==> src/rtl/rc4_ksa_engine.sv <==
// RC4 key schedule over a single-port S-box RAM: optional identity fill, then the swap loop.
// 2*MEM_RD_LAT+6 cycles per swap; start/busy/done handshake, no backpressure; abort returns to IDLE.
module rc4_ksa_engine #(
  parameter int N_BITS     = 8,
  parameter int KEY_BYTES  = 3,
  parameter int MEM_RD_LAT = 1
) (
  input  logic                        clk,
  input  logic                        reset_n,
  input  logic                        start,
  input  logic                        do_init,
  input  logic                        abort,
  input  logic [KEY_BYTES*N_BITS-1:0] secret_key,
  input  logic [N_BITS-1:0]           q,
  output logic [N_BITS-1:0]           addr,
  output logic [N_BITS-1:0]           data,
  output logic                        wren,
  output logic                        busy,
  output logic                        done
);

  localparam int KW = (KEY_BYTES > 1) ? $clog2(KEY_BYTES) : 1;
  localparam int WW = $clog2(MEM_RD_LAT + 1);

  localparam logic [N_BITS-1:0] I_MAX = {N_BITS{1'b1}};
  localparam logic [KW-1:0]     K_MAX = KW'(KEY_BYTES - 1);
  localparam logic [WW-1:0]     W_MAX = WW'(MEM_RD_LAT);

  localparam logic [3:0] S_IDLE    = 4'd0;
  localparam logic [3:0] S_INIT_WR = 4'd1;
  localparam logic [3:0] S_RD_SI   = 4'd2;
  localparam logic [3:0] S_CALC_J  = 4'd3;
  localparam logic [3:0] S_RD_SJ   = 4'd4;
  localparam logic [3:0] S_WR_SI   = 4'd5;
  localparam logic [3:0] S_WR_SJ   = 4'd6;
  localparam logic [3:0] S_NEXT    = 4'd7;
  localparam logic [3:0] S_DONE    = 4'd8;

  logic [3:0]                  state;
  logic [N_BITS-1:0]           i, j, si, sj;
  logic [KW-1:0]               k;
  logic [WW-1:0]               wcnt;
  logic [KEY_BYTES*N_BITS-1:0] key_q;
  logic [N_BITS-1:0]           key_byte;

  // Byte 0 of the key sits in the most significant slot.
  assign key_byte = key_q[(KEY_BYTES - 1 - int'(k)) * N_BITS +: N_BITS];

  always_ff @(posedge clk or negedge reset_n) begin
    if (!reset_n) begin
      state <= S_IDLE;
      i     <= '0;
      j     <= '0;
      k     <= '0;
      si    <= '0;
      sj    <= '0;
      wcnt  <= '0;
      key_q <= '0;
    end else if (abort && state != S_IDLE) begin
      state <= S_IDLE;
      wcnt  <= '0;
    end else begin
      case (state)
        S_IDLE: begin
          if (start && !abort) begin
            key_q <= secret_key;
            i     <= '0;
            j     <= '0;
            k     <= '0;
            wcnt  <= '0;
            state <= do_init ? S_INIT_WR : S_RD_SI;
          end
        end
        S_INIT_WR: begin
          if (i == I_MAX) begin
            i     <= '0;
            state <= S_RD_SI;
          end else begin
            i <= i + 1'b1;
          end
        end
        S_RD_SI: begin
          if (wcnt == W_MAX) begin
            si    <= q;
            wcnt  <= '0;
            state <= S_CALC_J;
          end else begin
            wcnt <= wcnt + 1'b1;
          end
        end
        S_CALC_J: begin
          j     <= j + si + key_byte;
          state <= S_RD_SJ;
        end
        S_RD_SJ: begin
          if (wcnt == W_MAX) begin
            sj    <= q;
            wcnt  <= '0;
            state <= S_WR_SI;
          end else begin
            wcnt <= wcnt + 1'b1;
          end
        end
        S_WR_SI: state <= S_WR_SJ;
        S_WR_SJ: state <= S_NEXT;
        S_NEXT: begin
          if (i == I_MAX) begin
            state <= S_DONE;
          end else begin
            i     <= i + 1'b1;
            k     <= (k == K_MAX) ? '0 : k + 1'b1;
            state <= S_RD_SI;
          end
        end
        S_DONE:  state <= S_IDLE;
        default: state <= S_IDLE;
      endcase
    end
  end

  // Memory port is decoded straight from state so the RAM sees addresses with no extra stage.
  always_comb begin
    addr = '0;
    data = '0;
    wren = 1'b0;
    case (state)
      S_INIT_WR: begin
        addr = i;
        data = i;
        wren = 1'b1;
      end
      S_RD_SI, S_CALC_J, S_NEXT: addr = i;
      S_RD_SJ: addr = j;
      S_WR_SI: begin
        addr = j;
        data = si;
        wren = 1'b1;
      end
      S_WR_SJ: begin
        addr = i;
        data = sj;
        wren = 1'b1;
      end
      default: addr = '0;
    endcase
  end

  assign busy = (state != S_IDLE);
  assign done = (state == S_DONE);

endmodule

==> config.mk <==
export PLATFORM = sky130hd
export DESIGN_NAME = rc4_ksa_engine
export DESIGN_NICKNAME = d
export VERILOG_FILES = /design/src/rtl/rc4_ksa_engine.sv
export SDC_FILE = /design/constraint.sdc
export NUM_CORES = 1
export LEC_CHECK = 0
export BUFFER_PORTS_ARGS = -buffer_cell sky130_fd_sc_hd__buf_2
export CAP_MARGIN = 20
export CORE_MARGIN = 3
export CORE_UTILIZATION = 57
export DETAILED_ROUTE_END_ITERATION = 12
export PLACE_DENSITY_LB_ADDON = 0.3
export SKIP_CTS_REPAIR_TIMING = 1
export SLEW_MARGIN = 20
export SYNTH_ARGS = -nofsm -noshare
export SYNTH_HDL_FRONTEND = slang
export SYNTH_SLANG_ARGS = --single-unit
==> constraint.sdc <==
create_clock -name clk -period 4.7 [get_ports clk]
set_clock_uncertainty 0.2 [all_clocks]
set_input_delay 0.235 -clock clk [delete_from_list [all_inputs] [get_ports clk]]
set_output_delay 0.235 -clock clk [all_outputs]
set_load 0.02 [all_outputs]
==> qor.yml <==
yosysWarningCount: 0
synth_edf_count: 0
setup.worst_path.class: "flop to flop"
dieArea_sq_um: 7375
ys_seq_area_share_pct: 43.34
slew_violations: 0
utilization_pct: 73.22
cts_max_level: 3
clock_tree.buffer_depth: 2
critPathMaxStageDelay_ns: 0.71
drt-vias-per-instance: 5.937
p_total_uw: 2467
grtUsageTotal_pct: 24.27
dp_hpwl_um: 6031
worstPathRequired_ns: 4.78
finalHoldViolations: 0
end_kind: "flop"
synth-seq-cells: 63
grt_pass1_wl_um: 13860
period_minus_slack_ns: 4.143
die_width_um: 85.88
r2r_start: "k[1]"
layout-drive-gt1-share_pct: 27.71
syn_nets: 399
stdcell_area_sq_um: 4438
async_flop_share_pct: 100.0
cp.depth: 16
post-route-period-util_pct: 88.14
critPathArrivalTime_ns: 4.22
antenna_cells: 0
routedWlPerCell_um: 17.44
routed_wl_um: 8861
grt_max_degree: 64
rsz0062_at_grt: "false"
initial_core_util_pct: 60.01
cap_violations: 0
finalSetupViolCount: 0
path_buf_inv: 2
die_y_um: 85.88
fillCellCount: 409
clock-sinks: 63
antenna_found_initial: 0
gp_congestion: 0.8874
worst_r2r_endpoint: "j[7]"
drtIter0Drc: 266
clock_latency_ns: 0.34
tns_ns: 0
crit_family: "adder cells"
tightestPinTransition_ns: 1.033
syn_avg_cell_area_sq_um: 10.57
synth_top_area_share_pct: 43.34
yosysMostFrequentCell: "dfrtp_1"
cts_tree: "yes"
root_buffer: "clkbuf_8"
fmax_mhz: 241.4
coreArea_sq_um: 6061
path_max_fanout: 16
syn_area_sq_um: 3637
route.antenna.remaining_nets: 0
synth_cell_types: 50
ff2ff_path_depth: 16
endpoint: "j[7]"
place.port_buffers: 55
slew-limit-headroom_pct: 30.63
grt_pass1_vias: 2825
area_delta_synth_final_pct: 22.02
drt_first_pass_iters: 7
synthTopCellsByArea: "dfrtp_1 43%, mux2_2 12%, fa_1 4.4%, ha_1 3.4%, nor2_1 2.9%"
cts_buffers: 9
power_density_nw_per_um2: 555.8
vias: 3016
ir_worst_vdd_mv: 0.5532
synth_flop_cell: "dfrtp_1"
nets: 484
io_pins: 56
p_leak_uw: 0.002179
placed_area_sq_um: 3950
placementRows: 28
path_clk_slew_ns: 0.06
ff2ff_setup_slack_ns: 0.56
start_kind: "flop"
critPathSlowestCell: "ha_1"
postSynthCellCount: 344
path_cells: "inv_1 > ha_1 > mux2i_1 > nor2_1 > a31oi_1 > nor2_1 > fa_1 > ha_1 > inv_1 > fa_1 > nand2b_1 > a21oi_1 > o22ai_1 > xnor2_1 > or3_1 > nand3_1"
startpoint: "k[1]"
hold_class: "input pin to flop"
drc: 0
yosys.area.top_type: "dfrtp_1"
outcome: "completed"
globalRouteOverflowTotal: 0
synth_top_cells_by_count: "63 x dfrtp_1, 39 x mux2_2, 28 x nor2_1"
how the worst min path moves through the flow:
stage | startpoint | end | slack (ns) | depth (start not counted)
after floorplan | reset_n | i[0] | -0.26 | 0
after global placement | reset_n | key_q[0] | 0.25 | 2
after detailed placement | reset_n | wcnt | 0.26 | 2
after CTS | reset_n | state[1] | -0.10 | 2
after global routing | abort | state[3] | 0.03 | 2
final | abort | state[3] | 0.007 | 2
power breakdown:
part | internal (uW) | switching (uW)
clock | 203 | 198
sequential | 742 | 182
combinational | 555 | 587
per-stage QoR:
stage | setup slack, ns | hold WS [ns] | instances
floorplan | 0.6400 | -0.2606 | 344
global placement | 0.8190 | 0.2480 | 460
detailed placement | 0.6238 | 0.2562 | 460
CTS | 0.6088 | -0.1032 | 475
global route | 0.3438 | 0.02560 | 508
finish | 0.5575 | 0.007315 | 508
layer usage:
layer	vias up	track usage, %	share of wire [%]
met3	24	5.283	6.2
met5	-	0	0
li1	1396	-	-
met4	0	9.496	2.8
met1	1469	34.54	42
met2	127	36.37	49
registers in the layout, indices dropped and copies added, names as in the netlist:
signal / cells
si: 8
j: 8
wcnt: 1
key_q: 24
k: 2
state: 4
sj: 8
i: 8
placed cells by master (no fill, tap or decap), drive strengths merged, types with 4 or more instances in the layout:
cell type and instances:
a22oi 9, nor2b 4, xnor2 5, nand2b 6, a21oi 7, nor2 28, o21ai 17, fa 8
a222oi 8, dlygate4sd3 33, xor2 5, nand4 4, mux2i 7, nand2 19, dfrtp 63, buf 58
clkbuf 14, a31oi 4, a21o 5, nor3 5, inv 27, and3 4, ha 10, nand3 12
mux2 39
kinds of logic after synthesis:
group / synth area share [%]
simple gates: 13.79
compound gates: 13.66
flops: 43.34
mux: 14.00
buf+inv: 4.953
fa+ha+maj: 7.843
xor+xnor: 2.408
final cells by class:
class                           instances  area (sq um)  area share, %
Clock inverter                          1         5.005         0.1128
Multi-Input combinational cell        237          1881          42.37
Inverter                               27         101.3          2.284
Timing Repair Buffer                   91         628.1          14.15
Tap cell                               75         93.84          2.114
Sequential cell                        63          1577          35.52
Clock buffer                           14         152.6          3.440
(Power assumes the default switching activity.)
